## config.mk

```make
export PLATFORM = sky130hd
export DESIGN_NAME = pill_count_bank
export DESIGN_NICKNAME = d
export VERILOG_FILES = /design/src/rtl/pill_pkg.sv /design/src/rtl/pill_channel.sv /design/src/rtl/pill_count_bank.sv
export SDC_FILE = /design/constraint.sdc
export NUM_CORES = 1
export LEC_CHECK = 0
export BUFFER_PORTS_ARGS = -buffer_cell sky130_fd_sc_hd__clkbuf_2
export CAP_MARGIN = 20
export CORE_UTILIZATION = 45
export DETAILED_ROUTE_END_ITERATION = 16
export GPL_ROUTABILITY_DRIVEN = 0
export PLACE_DENSITY_LB_ADDON = 0.12
export SLEW_MARGIN = 20
export SYNTH_ARGS = -nofsm -noshare
export SYNTH_HDL_FRONTEND = slang
export SYNTH_HIERARCHICAL = 1
export SYNTH_SLANG_ARGS = --single-unit
```

## constraint.sdc

```tcl
create_clock -name Clk -period 3.5 [get_ports Clk]
set_input_delay 0.7 -clock Clk [delete_from_list [all_inputs] [get_ports Clk]]
set_output_delay 0.7 -clock Clk [all_outputs]
set_load 0.005 [all_outputs]
```

## src/rtl/pill_pkg.sv

```systemverilog
// Shared definitions for the pill-count bank and the dispenser FSM that drives it.
// Latency: none (types, constants and a pure function only).
// Backpressure: none.
// Contents: default sizes, low threshold, channel-range helper, response encoding.
package pill_pkg;

   localparam int DEF_WIDTH      = 8;
   localparam int DEF_CHANNELS   = 4;
   localparam int DEF_LOW_THRESH = 5;

   // True when a channel index addresses an existing channel. Callers cast the
   // index to 32 bits so non-power-of-two channel counts are handled correctly.
   function automatic logic ch_in_range(input int unsigned ch, input int unsigned n);
      return ch < n;
   endfunction

   // Per-request handshake FSM states.
   typedef enum logic {
      ST_IDLE = 1'b0,
      ST_RESP = 1'b1
   } disp_st_e;

   // Response encoding seen by the dispenser FSM as {DispErr, DispAck}.
   typedef enum logic [1:0] {
      RSP_NONE = 2'b00,
      RSP_ACK  = 2'b01,
      RSP_ERR  = 2'b10
   } disp_rsp_e;

endpackage

```

## src/rtl/pill_channel.sv

```systemverilog
// One pill-count channel: loadable counter with guarded subtract, flag decode and sticky error.
// Latency: count and sticky update one cycle after the enables; empty/low follow count combinationally.
// Backpressure: none; the parent only asserts sub_en when the count covers sub_qty.
// Ports: Clk/Reset (sync, active-high); load_en/load_val; sub_en/sub_qty; err_set/err_clr;
//        count, empty, low, err_sticky outputs.
module pill_channel #(
   parameter int WIDTH      = pill_pkg::DEF_WIDTH,
   parameter int LOW_THRESH = pill_pkg::DEF_LOW_THRESH
) (
   input  logic             Clk,
   input  logic             Reset,
   input  logic             load_en,
   input  logic [WIDTH-1:0] load_val,
   input  logic             sub_en,
   input  logic [WIDTH-1:0] sub_qty,
   input  logic             err_set,
   input  logic             err_clr,
   output logic [WIDTH-1:0] count,
   output logic             empty,
   output logic             low,
   output logic             err_sticky
);

   localparam logic [WIDTH-1:0] LOW_T = WIDTH'(LOW_THRESH);

   logic [WIDTH-1:0] count_d, count_q;
   logic             err_d, err_q;

   always_comb begin
      count_d = count_q;
      if (load_en) begin
         count_d = load_val;
      end else if (sub_en) begin
         count_d = count_q - sub_qty;
      end
      // A reject in the same cycle as a clear keeps the bit set.
      err_d = err_set ? 1'b1 : (err_clr ? 1'b0 : err_q);
   end

   always_ff @(posedge Clk) begin
      if (Reset) begin
         count_q <= '0;
         err_q   <= 1'b0;
      end else begin
         count_q <= count_d;
         err_q   <= err_d;
      end
   end

   assign count      = count_q;
   assign empty      = (count_q == '0);
   assign low        = (count_q <= LOW_T);
   assign err_sticky = err_q;

endmodule

```

## src/rtl/pill_count_bank.sv

```systemverilog
// Bank of CHANNELS pill counters with operator load, checked dispense and a saturating total.
// Latency: one cycle from request to NumPills update and the DispAck/DispErr pulse.
// Backpressure: none; one request per cycle is always accepted, including during a response pulse.
// Ports: Clk/Reset (sync, active-high); Load/LoadCh/A; Dispense/DispCh/DispQty; ClearErr;
//        NumPills (flattened), Empty, Low, DispAck, DispErr, ErrSticky, TotalDispensed.
module pill_count_bank
   import pill_pkg::*;
#(
   parameter  int WIDTH      = DEF_WIDTH,
   parameter  int CHANNELS   = DEF_CHANNELS,
   parameter  int LOW_THRESH = DEF_LOW_THRESH,
   parameter  int TOT_WIDTH  = 16,
   localparam int CH_BITS    = $clog2(CHANNELS)
) (
   input  logic                      Clk,
   input  logic                      Reset,
   input  logic                      Load,
   input  logic [CH_BITS-1:0]        LoadCh,
   input  logic [WIDTH-1:0]          A,
   input  logic                      Dispense,
   input  logic [CH_BITS-1:0]        DispCh,
   input  logic [WIDTH-1:0]          DispQty,
   input  logic                      ClearErr,
   output logic [CHANNELS*WIDTH-1:0] NumPills,
   output logic [CHANNELS-1:0]       Empty,
   output logic [CHANNELS-1:0]       Low,
   output logic                      DispAck,
   output logic                      DispErr,
   output logic [CHANNELS-1:0]       ErrSticky,
   output logic [TOT_WIDTH-1:0]      TotalDispensed
);

   // Sum is wide enough for either operand plus carry, so overflow is detectable.
   localparam int                 SUM_W   = ((TOT_WIDTH > WIDTH) ? TOT_WIDTH : WIDTH) + 1;
   localparam logic [SUM_W-1:0]   TOT_MAX = SUM_W'({TOT_WIDTH{1'b1}});

   logic [WIDTH-1:0]    cnt [CHANNELS];
   logic [CHANNELS-1:0] ld_en, sub_en, err_set;
   logic [WIDTH-1:0]    sel_cnt;
   logic                load_ok, disp_ok, grant;
   logic [SUM_W-1:0]    sum;

   disp_st_e             state_d, state_q;
   disp_rsp_e            rsp_d, rsp_q;
   logic [TOT_WIDTH-1:0] tot_d, tot_q;

   // Channel decode and grant, all on pre-edge counts.
   always_comb begin
      load_ok = Load && ch_in_range(32'(LoadCh), CHANNELS);
      disp_ok = ch_in_range(32'(DispCh), CHANNELS);
      sel_cnt = '0;
      for (int i = 0; i < CHANNELS; i++) begin
         if (32'(DispCh) == i) sel_cnt = cnt[i];
      end
      // A load to the same channel takes precedence and forces a reject.
      grant = Dispense && disp_ok && (sel_cnt >= DispQty) &&
              !(load_ok && (LoadCh == DispCh));
      ld_en   = '0;
      sub_en  = '0;
      err_set = '0;
      for (int i = 0; i < CHANNELS; i++) begin
         ld_en[i]   = load_ok && (32'(LoadCh) == i);
         sub_en[i]  = grant && (32'(DispCh) == i);
         err_set[i] = Dispense && !grant && (32'(DispCh) == i);
      end
   end

   // Response FSM and saturating total.
   always_comb begin
      state_d = Dispense ? ST_RESP : ST_IDLE;
      rsp_d   = !Dispense ? RSP_NONE : (grant ? RSP_ACK : RSP_ERR);
      sum     = SUM_W'(tot_q) + SUM_W'(DispQty);
      tot_d   = tot_q;
      if (grant) begin
         tot_d = (sum > TOT_MAX) ? '1 : sum[TOT_WIDTH-1:0];
      end
   end

   always_ff @(posedge Clk) begin
      if (Reset) begin
         state_q <= ST_IDLE;
         rsp_q   <= RSP_NONE;
         tot_q   <= '0;
      end else begin
         state_q <= state_d;
         rsp_q   <= rsp_d;
         tot_q   <= tot_d;
      end
   end

   assign DispAck        = (state_q == ST_RESP) && (rsp_q == RSP_ACK);
   assign DispErr        = (state_q == ST_RESP) && (rsp_q == RSP_ERR);
   assign TotalDispensed = tot_q;

   for (genvar g = 0; g < CHANNELS; g++) begin : g_ch
      pill_channel #(
         .WIDTH      (WIDTH),
         .LOW_THRESH (LOW_THRESH)
      ) u_ch (
         .Clk        (Clk),
         .Reset      (Reset),
         .load_en    (ld_en[g]),
         .load_val   (A),
         .sub_en     (sub_en[g]),
         .sub_qty    (DispQty),
         .err_set    (err_set[g]),
         .err_clr    (ClearErr),
         .count      (cnt[g]),
         .empty      (Empty[g]),
         .low        (Low[g]),
         .err_sticky (ErrSticky[g])
      );
      assign NumPills[g*WIDTH +: WIDTH] = cnt[g];
   end

endmodule

```

==> out/results.md <==
### Synthesis
* 8.30 sq um — average footprint of a synthesized cell
* 0.231 — proportion of synthesized chip area in sequential cells
* 0 — ys async rst share
* 55 — Synth Register Bits
* 574 — cells after synthesis
* 6 — yosys warns
* 0.00476 sq mm — Cell Area, Synth
* 0 — number of enable-type register cells in the synthesized netlist
* 648 — Net Count, Synth
* 68 — number of distinct library cell variants in the gate-level netlist after synthesis
* sky130_fd_sc_hd__dfxtp_1 — main flop type after synthesis

### Clock network
* sky130_fd_sc_hd__clkbuf_8 — CTS root buffer
* 110 ps — clock transition at the registers of the reported paths
* 320 ps — clk_lat worst skew
* 2 — number of levels the H-tree was split into
* 0 — post-CTS setup-driven buffer insertion count
* 5 — total CTS buffers
* 2 — maximum clock insertion buffer count
* 0 — # hold bufs at CTS
* 55 — number of sinks handled by clock tree synthesis
* 0 — Resized cells post-CTS
* built — clock tree from TritonCTS

### Die
* 0.463 — Initial Utilization
* 105 um — vertical die dimension
* 87 — top-level port count
* 105 um — Die Span X
* 37 — Std-Cell Rows
* 0.0103 sq mm — Core Footprint
* 0.0110 sq mm — die outline area

### Global route
* 4153 — via count of the first global-routing pass
* 0.258 — global-route total usage across every layer
* 0 — antenna violations before repair
* 0 — GRT Residual Overflow
* 21.8 mm — wire length of the first global-routing pass
* 46 — largest net degree at the start of global routing

### Critical path
* register — critical path endpoint category
* 13 — CP max FO
* input port — kind of start point of the critical path
* input port to register — kind of critical path
* 560 ps — R2R setup slack
* 3680 ps — required time worst endpoint
* 3430 ps — data arrival time at the worst-slack endpoint

### Timing
* 308 MHz — upper clock frequency limit
* 3250 ps — min cycle time layout
* 0 — total count of max-transition violations in the final report
* 0.928 — final period utilization
* false — setup repair after global routing missed its margin
* 253 ps — PnR worst setup slack
* 496 ps — worst slack on hold paths
* 0.307 — headroom to the max-slew limit
* 1040 ps — transition at the pin with the smallest max-transition slack
* 0 — number of hold-slack violations in the final timing report
* 0 — Final setup violation count
* 12.2 ps — worst-case clock skew

### Outcome
* completed — status

### Power and ir drop
* 280 mW/mm^2 — Pwr Density
* 1.07 mW — Internal Dissipation
* 0.292 — Clock Power Share
* 0.240 mV — Max VDD drop
* 0.318 — net switching share of the total power
* 0.276 — fraction of power consumed by combinational cells
* 0.433 — sequential fraction of design power
* 0.499 mW — Switching Power
* 2.59 nW — leakage power summed over all cells

### Layout
* 0 — number of inserted diodes
* 1009 — fillers
* 0.251 — layout cell share with drive strength beyond 1
* 17.6% — relative area change from synthesis to final layout
* 743 — Post-layout nets
* 86 x sky130_fd_sc_hd__clkbuf_2, 72 x sky130_fd_sc_hd__inv_1, 64 x sky130_fd_sc_hd__a21oi_1 — most frequent cells in the layout
* sky130_fd_sc_hd__clkbuf_2 — leading cell type in the layout, fill and taps excluded

### Detailed routing
* 253 — number of violations reported at the end of detailed-routing iteration 0
* 17.4 um — routed len/inst
* 4576 — vias
* 0 — number of nets with antenna violations after detailed routing
* 0 — final routed DRC violation total
* 14.0 mm — drt total wl
* 4 — total iterations of the first detailed-routing run
* 5.68 — Vias/cell

### Hold path
* register to register — worst hold path type

### Placed design
* 86 — number of port buffers
* -44.6 ps — worst-case setup slack after placement
* 10.7 mm — DPL Wire Length

### Flow run
* 0 — Max-cap violations

[routing by layer]
metal	global-route usage	routed length [um]	vias to the layer above
met1	0.344	6530	2173
met3	0.0281	677	20
met5	0	0	-
met2	0.435	6530	145
li1	-	-	2238
met4	0.0815	306	0
[area by class of cell]
class	instances	area [sq um]	area share
timing repair buffer	111	643	0.115
inverter	72	270	0.0483
sequential	55	1100	0.197
tap	136	170	0.0304
clock buffer	6	82.6	0.0147
clock inverter	2	35.0	0.00626
multi-input combinational	424	3300	0.589
[power groups by stage]
| stage | combinational (mW) | sequential, mW | clock, mW |
|---|---|---|---|
| floorplan | 0.289 | 0.682 | 0 |
| CTS | 0.432 | 0.679 | 0.468 |
| global route | 0.479 | 0.682 | 0.495 |
| detailed placement | 0.429 | 0.694 | 0 |
| finish | 0.433 | 0.679 | 0.458 |
| global placement | 0.422 | 0.693 | 0 |
[path summary, 6_finish.rpt]
path,start,to,cells past startpoint
min,TotalDispensed[4],TotalDispensed[4],2
max,DispCh[0],g_ch[3].u_ch/count[4],12
max reg2reg,g_ch[2].u_ch/count[7],g_ch[3].u_ch/count[4],11
min reg2reg,TotalDispensed[4],TotalDispensed[4],2
[worst max-delay path: stages]
cell,delay [ps]
sky130_fd_sc_hd__clkbuf_2,270
sky130_fd_sc_hd__mux4_1,620
sky130_fd_sc_hd__ha_1,340
sky130_fd_sc_hd__a211oi_2,220
sky130_fd_sc_hd__o21ai_1,120
sky130_fd_sc_hd__a41oi_4,200
sky130_fd_sc_hd__or2_4,200
sky130_fd_sc_hd__nor2_1,60
sky130_fd_sc_hd__buf_4,180
sky130_fd_sc_hd__nor2b_1,170
sky130_fd_sc_hd__a221oi_1,290
sky130_fd_sc_hd__nor2_1,60
[per-stage QoR]
stage          instance area [sq um]  utilization  cells  total power, mW  setup TNS [ps]
2_1_floorplan                   4790            -    574            0.971               0
3_3_place_gp                    5480        0.533    798             1.12               0
3_5_place_dp                    5480        0.533    798             1.12            -123
4_1_cts                         5600        0.545    806             1.58               0
5_1_grt                         5600        0.545    806             1.66               0
6_report                        5600        0.545    806             1.57               0
[synthesized netlist by cell type (4+ instances only)]
cell                        number  area, sq um
sky130_fd_sc_hd__a221oi_1        8         70.1
sky130_fd_sc_hd__clkbuf_1       15         56.3
sky130_fd_sc_hd__a21oi_1        64          320
sky130_fd_sc_hd__o2111ai_1       4         35.0
sky130_fd_sc_hd__dfxtp_1        55         1100
sky130_fd_sc_hd__o211ai_2        5         62.6
sky130_fd_sc_hd__xor2_1         15          131
sky130_fd_sc_hd__xnor2_1         7         61.3
sky130_fd_sc_hd__inv_1          72          270
sky130_fd_sc_hd__nor2b_1        12         75.1
sky130_fd_sc_hd__o31a_1          5         43.8
sky130_fd_sc_hd__nand3_1        13         65.1
sky130_fd_sc_hd__a21oi_2         4         35.0
sky130_fd_sc_hd__and3_4          4         45.0
sky130_fd_sc_hd__a211oi_1       15          113
sky130_fd_sc_hd__o32ai_2         4         65.1
sky130_fd_sc_hd__nor2_1         57          214
sky130_fd_sc_hd__fa_1            5          100
sky130_fd_sc_hd__a21o_1          4         30.0
sky130_fd_sc_hd__o21a_1          7         52.6
sky130_fd_sc_hd__mux2i_1         4         40.0
sky130_fd_sc_hd__nor3_2          5         50.1
sky130_fd_sc_hd__nor4_1          4         25.0
sky130_fd_sc_hd__nand2_1        20         75.1
sky130_fd_sc_hd__and3b_1         7         61.3
sky130_fd_sc_hd__mux4_2          4         90.1
sky130_fd_sc_hd__nor3_1         13         65.1
sky130_fd_sc_hd__mux4_1          4          105
sky130_fd_sc_hd__nor3b_1        15          113
sky130_fd_sc_hd__ha_1           44          551
sky130_fd_sc_hd__o21ai_0        13         65.1
sky130_fd_sc_hd__buf_2           4         20.0
sky130_fd_sc_hd__nand2b_1        9         56.3
sky130_fd_sc_hd__o21bai_1        5         37.5
[registers in the layout, indices dropped and copies added, names as in the netlist]
| signal | count |
|---|---|
| state_q | 1 |
| g_ch.u_ch/count | 32 |
| g_ch.u_ch/err_sticky | 4 |
| rsp_q | 2 |
| TotalDispensed | 16 |
[cells by family after synthesis]
| group | after synthesis | share of synthesized area |
|---|---|---|
| compound gates | 164 | 0.249 |
| xor+xnor | 22 | 0.0405 |
| fa+ha+maj | 49 | 0.137 |
| buf+inv | 95 | 0.0814 |
| flops | 55 | 0.231 |
| mux | 12 | 0.0494 |
| simple gates | 177 | 0.212 |
(Power assumes the default switching activity.)
